--- src/rtl/instr_register_pkg.sv ---
// Shared types for the instruction register and its write/read arbiter.
package instr_register_pkg;

  typedef enum logic [3:0] {
    ZERO,
    PASSA,
    PASSB,
    ADD,
    SUB,
    MULT,
    DIV,
    MOD
  } opcode_t;

  typedef logic signed [31:0] operand_t;
  typedef logic [4:0]         address_t;

  typedef struct packed {
    opcode_t  opc;
    operand_t op_a;
    operand_t op_b;
  } instruction_t;

  // Arbiter sequencing states.
  typedef enum logic [1:0] {
    INIT,
    RUN,
    FLUSH
  } arb_state_t;

  // Occupancy must represent 0..DEPTH inclusive, hence one bit wider than address_t.
  typedef logic [5:0] count_t;

  localparam int unsigned REG_DEPTH = 2 ** $bits(address_t);

endpackage

--- src/rtl/instr_reg_arbiter_rr_arbiter2.sv ---
// Combinational two-way round-robin arbiter producing a one-hot grant.
module rr_arbiter2 (
  input  logic [1:0] valid,
  input  logic       last_grant,
  input  logic       enable,
  output logic [1:0] grant_c
);

  // When both request, the side that did not win last time is granted.
  always_comb begin
    grant_c = 2'b00;
    if (enable) begin
      case (valid)
        2'b01:   grant_c = 2'b01;
        2'b10:   grant_c = 2'b10;
        2'b11:   grant_c = last_grant ? 2'b01 : 2'b10;
        default: grant_c = 2'b00;
      endcase
    end
  end

endmodule

--- src/rtl/instr_reg_arbiter.sv ---
// Shares the instruction register between two producers and drains it FIFO-style
// toward a single consumer; owns register reset sequencing and both pointers.
module instr_reg_arbiter
  import instr_register_pkg::*;
#(
  parameter int unsigned DEPTH       = 32,
  parameter int unsigned INIT_CYCLES = 2
) (
  input  logic       clk,
  input  logic       reset,
  input  logic       req0_valid,
  input  opcode_t    req0_opcode,
  input  operand_t   req0_op_a,
  input  operand_t   req0_op_b,
  output logic       req0_ready,
  input  logic       req1_valid,
  input  opcode_t    req1_opcode,
  input  operand_t   req1_op_a,
  input  operand_t   req1_op_b,
  output logic       req1_ready,
  input  logic       flush,
  input  logic       rd_pop,
  output logic       rd_valid,
  output logic       reg_reset_n,
  output logic       load_en,
  output address_t   write_pointer,
  output opcode_t    opcode,
  output operand_t   operand_a,
  output operand_t   operand_b,
  output address_t   read_pointer,
  output count_t     count,
  output logic       full,
  output logic       empty,
  output logic       grant
);

  localparam int unsigned CNT_W  = $bits(count_t);
  localparam int unsigned SUM_W  = CNT_W + 1;
  localparam int unsigned INIT_W = (INIT_CYCLES > 1) ? $clog2(INIT_CYCLES) : 1;

  arb_state_t        state;
  logic [INIT_W-1:0] init_cnt;
  address_t          tail;
  logic [1:0]        gnt_c;
  logic              arb_en;
  logic              xfer;
  logic              pop;
  logic [SUM_W-1:0]  occ_sum;

  // Occupancy flags derived from registered count plus the write still in flight.
  assign occ_sum  = {1'b0, count} + SUM_W'(load_en);
  assign full     = (occ_sum == SUM_W'(DEPTH));
  assign empty    = (count == '0);
  assign rd_valid = (state == RUN) && (count != '0);
  assign pop      = rd_pop && rd_valid;

  assign arb_en = (state == RUN) && !flush && !full;

  rr_arbiter2 u_rr_arbiter2 (
    .valid      ({req1_valid, req0_valid}),
    .last_grant (grant),
    .enable     (arb_en),
    .grant_c    (gnt_c)
  );

  assign req0_ready = gnt_c[0];
  assign req1_ready = gnt_c[1];
  assign xfer       = (gnt_c[0] && req0_valid) || (gnt_c[1] && req1_valid);

  // Sequencer: hold the register in reset for INIT_CYCLES, then run; flush lasts one cycle.
  always_ff @(posedge clk) begin
    if (reset) begin
      state       <= INIT;
      init_cnt    <= '0;
      reg_reset_n <= 1'b0;
    end else begin
      case (state)
        INIT: begin
          if (init_cnt == INIT_W'(INIT_CYCLES - 1)) begin
            state       <= RUN;
            reg_reset_n <= 1'b1;
          end else begin
            init_cnt <= init_cnt + INIT_W'(1);
          end
        end
        RUN:     if (flush) state <= FLUSH;
        FLUSH:   state <= RUN;
        default: state <= INIT;
      endcase
    end
  end

  // Write path: an accepted transfer becomes a one-cycle load_en to the register.
  always_ff @(posedge clk) begin
    if (reset) begin
      load_en       <= 1'b0;
      write_pointer <= '0;
      opcode        <= ZERO;
      operand_a     <= '0;
      operand_b     <= '0;
      grant         <= 1'b1;
    end else begin
      load_en <= xfer;
      if (xfer) begin
        write_pointer <= tail;
        grant         <= gnt_c[1];
        opcode        <= gnt_c[1] ? req1_opcode : req0_opcode;
        operand_a     <= gnt_c[1] ? req1_op_a   : req0_op_a;
        operand_b     <= gnt_c[1] ? req1_op_b   : req0_op_b;
      end
    end
  end

  // Pointers and occupancy; count follows the register commit, not the accept.
  always_ff @(posedge clk) begin
    if (reset || state == FLUSH) begin
      tail         <= '0;
      read_pointer <= '0;
      count        <= '0;
    end else begin
      if (xfer) tail <= tail + address_t'(1);
      if (pop)  read_pointer <= read_pointer + address_t'(1);
      case ({load_en, pop})
        2'b10:   count <= count + count_t'(1);
        2'b01:   count <= count - count_t'(1);
        default: count <= count;
      endcase
    end
  end

endmodule

--- config.mk ---
export PLATFORM = sky130hd
export DESIGN_NAME = instr_reg_arbiter
export DESIGN_NICKNAME = d
export VERILOG_FILES = /design/src/rtl/instr_register_pkg.sv /design/src/rtl/instr_reg_arbiter_rr_arbiter2.sv /design/src/rtl/instr_reg_arbiter.sv
export SDC_FILE = /design/constraint.sdc
export NUM_CORES = 1
export LEC_CHECK = 0
export ABC_CLOCK_PERIOD_IN_PS = 4370
export CAP_MARGIN = 15
export CELL_PAD_IN_SITES_DETAIL_PLACEMENT = 1
export CELL_PAD_IN_SITES_GLOBAL_PLACEMENT = 1
export CORE_UTILIZATION = 31
export DETAILED_ROUTE_END_ITERATION = 6
export PLACE_DENSITY = 0.95
export REMOVE_ABC_BUFFERS = 1
export SYNTH_ARGS = -nofsm -noshare
export SYNTH_HDL_FRONTEND = slang
export SYNTH_HIERARCHICAL = 1
export SYNTH_SLANG_ARGS = --single-unit
--- constraint.sdc ---
create_clock -name clk -period 4.37 [get_ports clk]
set_input_delay 0.6555 -clock clk [delete_from_list [all_inputs] [get_ports clk]]
set_output_delay 0.6555 -clock clk [all_outputs]
set_load 0.005 [all_outputs]
==> report_table.html, run 1 <==
<table>
<tr><th>Metric</th><th>Value</th></tr>
<tr><th colspan="2">Run status</th></tr>
<tr><td>Outcome</td><td>completed</td></tr>
<tr><th colspan="2">Finish</th></tr>
<tr><td>Antenna diode count</td><td>0</td></tr>
<tr><td>Design area</td><td>7160 sq um</td></tr>
<tr><td>Fraction of layout cells with a size suffix above 1</td><td>5.91%</td></tr>
<tr><td>Fillers</td><td>1512</td></tr>
<tr><td>Total number of nets in the final design</td><td>827</td></tr>
<tr><td>Area growth from synthesis to layout</td><td>61.8%</td></tr>
<tr><th colspan="2">Power and ir drop</th></tr>
<tr><td>Pwr dens</td><td>276 nW/um^2</td></tr>
<tr><td>Leakage power of the design</td><td>2.35 nW</td></tr>
<tr><td>Worst voltage drop across the vdd grid</td><td>0.217 mV</td></tr>
<tr><th colspan="2">Logic synthesis</th></tr>
<tr><td>Cell count after synthesis</td><td>460</td></tr>
<tr><td>Post-synth top area cell</td><td>sky130_fd_sc_hd__dfxtp_1</td></tr>
<tr><td>Sequential element share of the synthesized area</td><td>42.9%</td></tr>
<tr><td>Syn. warnings</td><td>6</td></tr>
<tr><td>Largest cells by area after synthesis</td><td>sky130_fd_sc_hd__dfxtp_1 43%, sky130_fd_sc_hd__mux2i_1 16%, sky130_fd_sc_hd__a211oi_1 10%</td></tr>
<tr><td>Netlist Area Pre-Place</td><td>4430 sq um</td></tr>
<tr><td>Number of storage elements in the synthesis netlist</td><td>95</td></tr>
<tr><td>Most common flop cell mapped by yosys</td><td>sky130_fd_sc_hd__dfxtp_1</td></tr>
<tr><td>Mean post-synth cell area</td><td>9.63 sq um</td></tr>
<tr><td>EDFF count, synth</td><td>0</td></tr>
<tr><td>Async set or reset register ratio after synthesis</td><td>0%</td></tr>
<tr><td>Distinct cells, synth</td><td>41</td></tr>
<tr><td>Post-synth top area share</td><td>42.9%</td></tr>
<tr><th colspan="2">Clocking</th></tr>
<tr><td>Buffers from clock root to sink, at most</td><td>2</td></tr>
<tr><td>Clock root buffer</td><td>sky130_fd_sc_hd__clkbuf_16</td></tr>
<tr><td>Number of sinks driven by the clock tree</td><td>95</td></tr>
<tr><td>Clock input transition at the sequential cells of the worst setup and hold paths</td><td>0.06 ns</td></tr>
<tr><td>Clock tree from TritonCTS</td><td>yes</td></tr>
<tr><td>Number of buffers inserted for hold repair after clock tree synthesis</td><td>0</td></tr>
<tr><td>Resize count post-CTS</td><td>0</td></tr>
<tr><td>Clock network latency to the later pin of the worst-skew pair</td><td>0.35 ns</td></tr>
<tr><td>Count of H-tree levels built during CTS</td><td>3</td></tr>
<tr><td>Count of buffers added by post-CTS timing repair for setup</td><td>0</td></tr>
<tr><td>Total clock buffers created by CTS</td><td>9</td></tr>
<tr><th colspan="2">GRT</th></tr>
<tr><td>Largest net degree at the start of global routing</td><td>74</td></tr>
<tr><td>Via count of the first global-routing pass</td><td>4805</td></tr>
<tr><td>Number of antenna violations at the first check in global routing</td><td>0</td></tr>
<tr><td>Wire length of the first global-routing pass</td><td>24.3 mm</td></tr>
<tr><td>Remaining global-route overflow</td><td>0</td></tr>
<tr><td>Overall Global Routing Usage</td><td>21.8%</td></tr>
<tr><th colspan="2">Timing</th></tr>
<tr><td>Fmax</td><td>0.275 GHz</td></tr>
<tr><td>Final hold violation count</td><td>0</td></tr>
<tr><td>Worst Clk Skew</td><td>0.00567 ns</td></tr>
<tr><td>Actual transition at the worst max-transition pin</td><td>0.680 ns</td></tr>
<tr><td>Final WS setup</td><td>0.732 ns</td></tr>
<tr><td>Post-route fraction of the period consumed by the critical path</td><td>83.2%</td></tr>
<tr><td>Unrepaired setup endpoints after global routing</td><td>no</td></tr>
<tr><td>Final Critical Period</td><td>3.64 ns</td></tr>
<tr><td>Number of setup violations in the final report</td><td>0</td></tr>
<tr><td>Max-slew headroom at the worst pin</td><td>54.7%</td></tr>
<tr><td>Max Slew Vio Count</td><td>0</td></tr>
<tr><th colspan="2">Placement</th></tr>
<tr><td>Minimum setup slack after placement</td><td>0.900 ns</td></tr>
<tr><td>Final weighted congestion in routability-driven placement</td><td>0.774</td></tr>
<tr><td>Post-placement cell area</td><td>6890 sq um</td></tr>
<tr><td>Port Buffer Count</td><td>233</td></tr>
<tr><td>Hpwl dp</td><td>12.2 mm</td></tr>
<tr><th colspan="2">Critical path</th></tr>
<tr><td>Peak fanout along the critical path</td><td>7</td></tr>
<tr><td>Element type at the critical path end</td><td>output pin</td></tr>
<tr><td>Master of the slowest instance on the critical path</td><td>sky130_fd_sc_hd__clkdlybuf4s50_1</td></tr>
<tr><td>WP depth</td><td>9</td></tr>
<tr><td>Startpoint type of the worst setup path</td><td>flop</td></tr>
<tr><td>WP data required</td><td>3.71 ns</td></tr>
<tr><td>Worst path arrival time</td><td>2.98 ns</td></tr>
<tr><td>Most repeated library cell on the critical path</td><td>sky130_fd_sc_hd__ha_1</td></tr>
<tr><td>CP bufs+invs</td><td>1</td></tr>
<tr><td>Critical path class</td><td>reg -&gt; out</td></tr>
<tr><td>Cell chain of the critical path</td><td>ha_1 &gt; ha_1 &gt; nand2b_1 &gt; a2bb2oi_1 &gt; a2111oi_2 &gt; nor3_1 &gt; nand2_1 &gt; a21oi_1 &gt; clkdlybuf4s50_1</td></tr>
<tr><td>Slowest Stage Delay on Critical Path</td><td>0.62 ns</td></tr>
<tr><td>Crit-path leading delay family</td><td>buffers and inverters</td></tr>
<tr><td>Worst-case reg-to-reg path depth</td><td>12</td></tr>
<tr><th colspan="2">Drt</th></tr>
<tr><td>First DRT Iteration DRCs</td><td>138</td></tr>
<tr><td>Post-DR wirelength/cell</td><td>18.3 um</td></tr>
<tr><td>Pre-Repair DR Iteration Count</td><td>4</td></tr>
<tr><td>Ratio of routed vias to standard cells</td><td>5.11</td></tr>
<tr><td>Total wirelength of the detailed-routed design</td><td>15.7 mm</td></tr>
<tr><td>Routed via count</td><td>4379</td></tr>
<tr><td>DRC violations left</td><td>0</td></tr>
<tr><td>Antenna-violating nets left</td><td>0</td></tr>
<tr><th colspan="2">Die</th></tr>
<tr><td>Top Ports</td><td>234</td></tr>
<tr><td>Area of the core region</td><td>13900 sq um</td></tr>
<tr><td>Initial core utilization</td><td>31.9%</td></tr>
<tr><td>Die height</td><td>122 um</td></tr>
<tr><td>Die span in x</td><td>122 um</td></tr>
<tr><td>Die Outline Area</td><td>14800 sq um</td></tr>
<tr><td>FP Rows</td><td>43</td></tr>
<tr><th colspan="2">Flow run</th></tr>
<tr><td>Max-cap violations</td><td>0</td></tr>
<tr><th colspan="2">Hold path</th></tr>
<tr><td>Instance count along the most critical hold path</td><td>2</td></tr>
<tr><td>Path type of the worst min-delay path</td><td>reg -&gt; reg</td></tr>
</table>
==> path summary, 6_finish.rpt <==
path	slack, ns	to	start
worst max-delay path	0.73	req0_ready	count[0]
worst min-delay path	0.46	write_pointer[3]	write_pointer[3]
worst max register to register	0.85	operand_b[23]	count[0]
worst min register to register	0.46	write_pointer[3]	write_pointer[3]
==> cells by family (layout without fill, tap and decap cells) <==
| group | after synthesis | count (layout) | share of synthesized area [%] |
|---|---|---|---|
| AND/OR/NAND/NOR | 133 | 133 | 13.5 |
| AO/OA/AOI/OAI | 102 | 102 | 18.6 |
| flip-flops | 95 | 95 | 42.9 |
| multiplexers | 71 | 71 | 16.0 |
| buffers and inverters | 40 | 257 | 4.15 |
| adder cells (fa/ha/maj) | 10 | 10 | 3.00 |
| XOR/XNOR | 9 | 9 | 1.78 |
==> registers in the layout, indices dropped and copies added, names as in the netlist <==
signal,flops
load_en,1
operand_b,32
read_pointer,5
operand_a,32
state,2
opcode,4
write_pointer,5
grant,1
count,6
tail,5
reg_reset_n,1
init_cnt,1
==> synth_stat cells (2+ instances only) <==
| master | n |
|---|---|
| sky130_fd_sc_hd__mux2i_1 | 71 |
| sky130_fd_sc_hd__dfxtp_1 | 95 |
| sky130_fd_sc_hd__nand2_1 | 19 |
| sky130_fd_sc_hd__clkbuf_1 | 8 |
| sky130_fd_sc_hd__buf_2 | 27 |
| sky130_fd_sc_hd__xor2_1 | 5 |
| sky130_fd_sc_hd__a21oi_1 | 13 |
| sky130_fd_sc_hd__inv_1 | 5 |
| sky130_fd_sc_hd__nor3b_1 | 4 |
| sky130_fd_sc_hd__a211oi_2 | 11 |
| sky130_fd_sc_hd__xnor2_1 | 4 |
| sky130_fd_sc_hd__nor3_1 | 2 |
| sky130_fd_sc_hd__nor2_1 | 90 |
| sky130_fd_sc_hd__ha_1 | 9 |
| sky130_fd_sc_hd__a211oi_1 | 61 |
| sky130_fd_sc_hd__nand2b_1 | 4 |
| sky130_fd_sc_hd__nand4_1 | 4 |
| sky130_fd_sc_hd__a21o_1 | 2 |
| sky130_fd_sc_hd__o21ai_0 | 3 |
| sky130_fd_sc_hd__nor4b_1 | 2 |
==> report_power, final <==
group | switching, mW | internal [mW] | total (mW) | leakage [nW]
logic | 0.122 | 0.200 | 0.321 | 1.45
clock network | 0.318 | 0.422 | 0.739 | 0.136
registers | 0.0193 | 0.894 | 0.913 | 0.770
total | 0.459 | 1.52 | 1.97 | 2.35
==> final cells by class <==
class / count / area, sq um / area share [%]
multi-input cells: 325 / 2360 / 33.0
inverters: 5 / 18.8 / 0.262
repair buffers: 239 / 2380 / 33.3
flip-flops and latches: 95 / 1900 / 26.5
clock buffers: 12 / 267 / 3.72
well taps: 180 / 225 / 3.14
clock inverters: 1 / 5.00 / 0.0699
==> worst register-to-register path: cells and delay by family, from the launching register on <==
family / cells / cell delay (ns)
AOI/OAI and AO/OA: 5 / 1.49
adders and majority gates: 2 / 0.45
buffers and inverters: 1 / 0.38
DFF: 1 / 0.54
and+or+nand+nor: 4 / 0.55
==> layer usage <==
| metal | GRT usage (%) | routed length [um] | share of wire [%] | up-vias |
|---|---|---|---|---|
| met5 | 0 | 0 | 0 | - |
| met4 | 8.87 | 515 | 3.3 | 0 |
| met3 | 8.65 | 1100 | 7.0 | 38 |
| met2 | 41.1 | 8330 | 53 | 150 |
| met1 | 20.8 | 5760 | 37 | 2104 |
| li1 | - | - | - | 2087 |
==> layout by cell type (no fill, tap or decap), types with 2 or more instances in the layout <==
master / Yosys / final
sky130_fd_sc_hd__clkdlybuf4s50_1: 0 / 232
sky130_fd_sc_hd__dfxtp_1: 95 / 95
sky130_fd_sc_hd__nor2_1: 90 / 90
sky130_fd_sc_hd__mux2i_1: 71 / 71
sky130_fd_sc_hd__a211oi_1: 61 / 61
sky130_fd_sc_hd__nand2_1: 19 / 19
sky130_fd_sc_hd__a21oi_1: 13 / 12
sky130_fd_sc_hd__a211oi_2: 11 / 11
sky130_fd_sc_hd__ha_1: 9 / 9
sky130_fd_sc_hd__clkbuf_16: 0 / 9
sky130_fd_sc_hd__inv_1: 5 / 5
sky130_fd_sc_hd__xor2_1: 5 / 5
sky130_fd_sc_hd__buf_4: 0 / 5
sky130_fd_sc_hd__nand2b_1: 4 / 4
sky130_fd_sc_hd__nor3b_1: 4 / 4
sky130_fd_sc_hd__nand4_1: 4 / 4
sky130_fd_sc_hd__xnor2_1: 4 / 4
sky130_fd_sc_hd__o21ai_0: 3 / 3
sky130_fd_sc_hd__clkbuf_8: 0 / 3
sky130_fd_sc_hd__nor3_1: 2 / 2
sky130_fd_sc_hd__a21o_1: 2 / 2
sky130_fd_sc_hd__nor4b_1: 2 / 2
==> metrics by stage <==
step	power [mW]	hold slack [ns]	util (%)	TNS (ns)	instances
finish	1.97	0.461	51.6	0	857
CTS	2.00	0.465	51.6	0	857
global route	2.06	0.474	51.6	0	857
global placement	1.24	0.443	49.7	0	844
floorplan	1.03	0.442	-	-432.38	425
detailed placement	1.26	0.454	49.7	0	844
No activity file was read; power rests on OpenSTA's default activity.
==> run 2: changes to the inputs <==
Settings changed: ABC_CLOCK_PERIOD_IN_PS 4370 to 3600, CORE_UTILIZATION 31 to 28, PLACE_DENSITY 0.95 to 0.89.
Clock period 4.37 ns to 3.6 ns, I/O delays scaled along.
==> run 2 against run 1 <==
Sequential cell count unchanged; register-to-register slack got worse by 0.27 ns; combinational power increased by 20%; critical path depth unchanged; sequential share of layout area decreased by 0.34 points; critical path type unchanged; critical endpoint is now req1_ready.
==> report_table.html, run 2 (same netlist as run 1, synthesis figures left out) <==
<table>
<tr><th>Metric</th><th>Value</th></tr>
<tr><th colspan="2">Critical path</th></tr>
<tr><td>Master of the slowest instance on the critical path</td><td>sky130_fd_sc_hd__clkdlybuf4s50_1</td></tr>
<tr><td>Crit-path leading delay family</td><td>compound AO/OA/AOI/OAI gates</td></tr>
<tr><td>Worst-case reg-to-reg path depth</td><td>11 (-1)</td></tr>
<tr><td>Worst path arrival time</td><td>2.75 ns (-0.23 ns)</td></tr>
<tr><td>Startpoint type of the worst setup path</td><td>flop</td></tr>
<tr><td>CP bufs+invs</td><td>1 (unchanged)</td></tr>
<tr><td>Most repeated library cell on the critical path</td><td>sky130_fd_sc_hd__ha_1</td></tr>
<tr><td>WP depth</td><td>9 (unchanged)</td></tr>
<tr><td>Critical path class</td><td>reg -&gt; out</td></tr>
<tr><td>WP data required</td><td>3.06 ns (-0.65 ns)</td></tr>
<tr><td>Peak fanout along the critical path</td><td>7 (unchanged)</td></tr>
<tr><td>Slowest Stage Delay on Critical Path</td><td>0.57 ns (-0.05 ns)</td></tr>
<tr><td>Cell chain of the critical path</td><td>ha_1 &gt; ha_1 &gt; nand2b_1 &gt; a2bb2oi_1 &gt; a2111oi_2 &gt; nor3_1 &gt; nand2_1 &gt; a21oi_4 &gt; clkdlybuf4s50_1</td></tr>
<tr><td>Element type at the critical path end</td><td>output pin</td></tr>
<tr><th colspan="2">Finish</th></tr>
<tr><td>Antenna diode count</td><td>0 (unchanged)</td></tr>
<tr><td>Largest registers in the final layout</td><td>operand_a (32), operand_b (32), count (6)</td></tr>
<tr><td>Area growth from synthesis to layout</td><td>64.0%</td></tr>
<tr><td>Commonest cells after routing, fill and taps aside</td><td>232 x sky130_fd_sc_hd__clkdlybuf4s50_1, 94 x sky130_fd_sc_hd__dfxtp_1, 90 x sky130_fd_sc_hd__nor2_1, 71 x sky130_fd_sc_hd__mux2i_1, 61 x sky130_fd_sc_hd__a211oi_1</td></tr>
<tr><td>Fillers</td><td>1739 (+15%)</td></tr>
<tr><td>Fraction of layout cells with a size suffix above 1</td><td>6.33% (+0.42 points)</td></tr>
<tr><td>Most common library cell in the layout ignoring fill and taps</td><td>sky130_fd_sc_hd__clkdlybuf4s50_1</td></tr>
<tr><td>Total number of nets in the final design</td><td>827 (unchanged)</td></tr>
<tr><th colspan="2">Drt</th></tr>
<tr><td>Highest routed metal layer</td><td>met4</td></tr>
<tr><td>Post-DR wirelength/cell</td><td>16.1 um (-12%)</td></tr>
<tr><td>Ratio of routed vias to standard cells</td><td>4.84 (-5.3%)</td></tr>
<tr><td>DRC violations left</td><td>0 (unchanged)</td></tr>
<tr><td>Antenna-violating nets left</td><td>0 (unchanged)</td></tr>
<tr><td>Met2 wire length</td><td>7.42 mm (-11%)</td></tr>
<tr><td>Detailed-routing wirelength on met1</td><td>5.71 mm (-0.89%)</td></tr>
<tr><td>Total wirelength of the detailed-routed design</td><td>14.4 mm (-8.5%)</td></tr>
<tr><td>Pre-Repair DR Iteration Count</td><td>4 (unchanged)</td></tr>
<tr><td>Met3 wire length</td><td>1.01 mm (-8.9%)</td></tr>
<tr><td>Routed via count</td><td>4305 (-1.7%)</td></tr>
<tr><td>First DRT Iteration DRCs</td><td>90 (-35%)</td></tr>
<tr><th colspan="2">Die</th></tr>
<tr><td>Die Outline Area</td><td>16300 sq um (+11%)</td></tr>
<tr><td>Area of the core region</td><td>15300 sq um (+10%)</td></tr>
<tr><td>Top Ports</td><td>234 (unchanged)</td></tr>
<tr><td>Die height</td><td>128 um (+5.1%)</td></tr>
<tr><td>FP Rows</td><td>45 (+4.7%)</td></tr>
<tr><td>Initial core utilization</td><td>28.9% (-3.0 points)</td></tr>
<tr><td>Die span in x</td><td>128 um (+5.1%)</td></tr>
<tr><th colspan="2">GRT</th></tr>
<tr><td>Largest net degree at the start of global routing</td><td>73 (-1.4%)</td></tr>
<tr><td>Via count of the first global-routing pass</td><td>4662 (-3.0%)</td></tr>
<tr><td>Overall Global Routing Usage</td><td>17.9% (-3.9 points)</td></tr>
<tr><td>Number of antenna violations at the first check in global routing</td><td>0 (unchanged)</td></tr>
<tr><td>Remaining global-route overflow</td><td>0 (unchanged)</td></tr>
<tr><td>Wire length of the first global-routing pass</td><td>23.0 mm (-5.3%)</td></tr>
<tr><th colspan="2">Timing</th></tr>
<tr><td>Worst hold slack across all endpoints</td><td>0.464 ns (+0.00355 ns)</td></tr>
<tr><td>Post-route fraction of the period consumed by the critical path</td><td>91.5%</td></tr>
<tr><td>Number of setup violations in the final report</td><td>0 (unchanged)</td></tr>
<tr><td>Worst Clk Skew</td><td>0.00622 ns (+0.000544 ns)</td></tr>
<tr><td>Setup TNS after final layout</td><td>0 ns (unchanged)</td></tr>
<tr><td>Final Critical Period</td><td>3.29 ns</td></tr>
<tr><td>Actual transition at the worst max-transition pin</td><td>0.730 ns (+0.0500 ns)</td></tr>
<tr><td>Final hold violation count</td><td>0 (unchanged)</td></tr>
<tr><td>Max-slew headroom at the worst pin</td><td>51.3% (-3.3 points)</td></tr>
<tr><td>Unrepaired setup endpoints after global routing</td><td>no</td></tr>
<tr><td>Max Slew Vio Count</td><td>0 (unchanged)</td></tr>
<tr><td>Fmax</td><td>0.304 GHz</td></tr>
<tr><th colspan="2">Clocking</th></tr>
<tr><td>Clock tree from TritonCTS</td><td>yes</td></tr>
<tr><td>Count of H-tree levels built during CTS</td><td>3 (unchanged)</td></tr>
<tr><td>Total clock buffers created by CTS</td><td>9 (unchanged)</td></tr>
<tr><td>Clock input transition at the sequential cells of the worst setup and hold paths</td><td>0.06 ns (about the same)</td></tr>
<tr><td>Clock root buffer</td><td>sky130_fd_sc_hd__clkbuf_16</td></tr>
<tr><td>Clock network latency to the later pin of the worst-skew pair</td><td>0.34 ns (about the same)</td></tr>
<tr><td>Buffers from clock root to sink, at most</td><td>2 (unchanged)</td></tr>
<tr><td>Count of buffers added by post-CTS timing repair for setup</td><td>0 (unchanged)</td></tr>
<tr><td>Number of sinks driven by the clock tree</td><td>95 (unchanged)</td></tr>
<tr><th colspan="2">Power and ir drop</th></tr>
<tr><td>Leakage power of the design</td><td>2.38 nW (+0.95%)</td></tr>
<tr><td>Worst voltage drop across the vdd grid</td><td>0.254 mV (+17%)</td></tr>
<tr><td>Pwr dens</td><td>345 nW/um^2 (+25%)</td></tr>
<tr><th colspan="2">Flow run</th></tr>
<tr><td>Max-cap violations</td><td>0 (unchanged)</td></tr>
<tr><th colspan="2">Placement</th></tr>
<tr><td>Hpwl dp</td><td>11.4 mm (-6.9%)</td></tr>
<tr><td>Final weighted congestion in routability-driven placement</td><td>0.719 (-7.1%)</td></tr>
<tr><td>Port Buffer Count</td><td>233 (unchanged)</td></tr>
<tr><th colspan="2">Hold path</th></tr>
<tr><td>Path type of the worst min-delay path</td><td>reg -&gt; reg</td></tr>
<tr><td>Instance count along the most critical hold path</td><td>2 (unchanged)</td></tr>
<tr><th colspan="2">Run status</th></tr>
<tr><td>Outcome</td><td>completed</td></tr>
</table>
-- run 2: area by class of cell --
type	instances	area (sq um)	area share [%]
Inverter	5	18.8	0.258
Multi-Input combinational cell	325	2370	32.6
Clock buffer	11	243	3.34
Tap cell	211	264	3.64
Sequential cell	95	1900	26.2
Timing Repair Buffer	239	2400	33.0
Clock inverter	4	70.1	0.965
-- run 2: worst paths after layout --
kind                         start          endpoint  slack (ns)
setup reg to reg          count[0]     operand_b[27]        0.58
hold / removal    write_pointer[0]  write_pointer[0]        0.46
hold reg to reg   write_pointer[0]  write_pointer[0]        0.46
setup / recovery          count[0]        req1_ready        0.31
-- run 2: repair_timing --
item / in CTS / in global routing
hold buffers: 0 / 0
gates resized for setup: 0 / 2
setup endpoints to repair: 0 / 2
-- run 2: worst reg2reg max path, stage by stage (launching register included) --
cell and delay, ns:
sky130_fd_sc_hd__dfxtp_2 0.43, sky130_fd_sc_hd__ha_1 0.22, sky130_fd_sc_hd__ha_1 0.18, sky130_fd_sc_hd__nand2b_1 0.07
sky130_fd_sc_hd__a2bb2oi_1 0.19, sky130_fd_sc_hd__a2111oi_2 0.08, sky130_fd_sc_hd__nor3_1 0.23, sky130_fd_sc_hd__nand2_1 0.13
sky130_fd_sc_hd__a21oi_4 0.31, sky130_fd_sc_hd__buf_4 0.59, sky130_fd_sc_hd__mux2i_1 0.34, sky130_fd_sc_hd__a211oi_1 0.11
-- run 2: metal layers --
layer	vias up	global-route usage [%]
li1	2085	-
met1	2038	19.0
met2	164	33.7
met3	18	5.18
met4	0	5.88
met5	-	0
-- run 2: through the flow --
stage,worst slack [ns],instance area [sq um],instances,power (mW),util [%]
final,0.307,7260,890,2.50,47.4
after global routing,0.117,7260,890,2.62,47.4
after CTS,0.142,7260,890,2.54,47.4
after detailed placement,0.426,6940,875,1.52,45.3
after global placement,0.561,6940,875,1.50,45.3
after floorplan,-6.45,4260,425,1.25,-
-- run 2: power breakdown --
| part | internal [mW] | leakage, nW | switching (mW) |
|---|---|---|---|
| sequential | 1.09 | 0.770 | 0.0217 |
| combinational | 0.243 | 1.45 | 0.141 |
| clock | 0.622 | 0.155 | 0.389 |
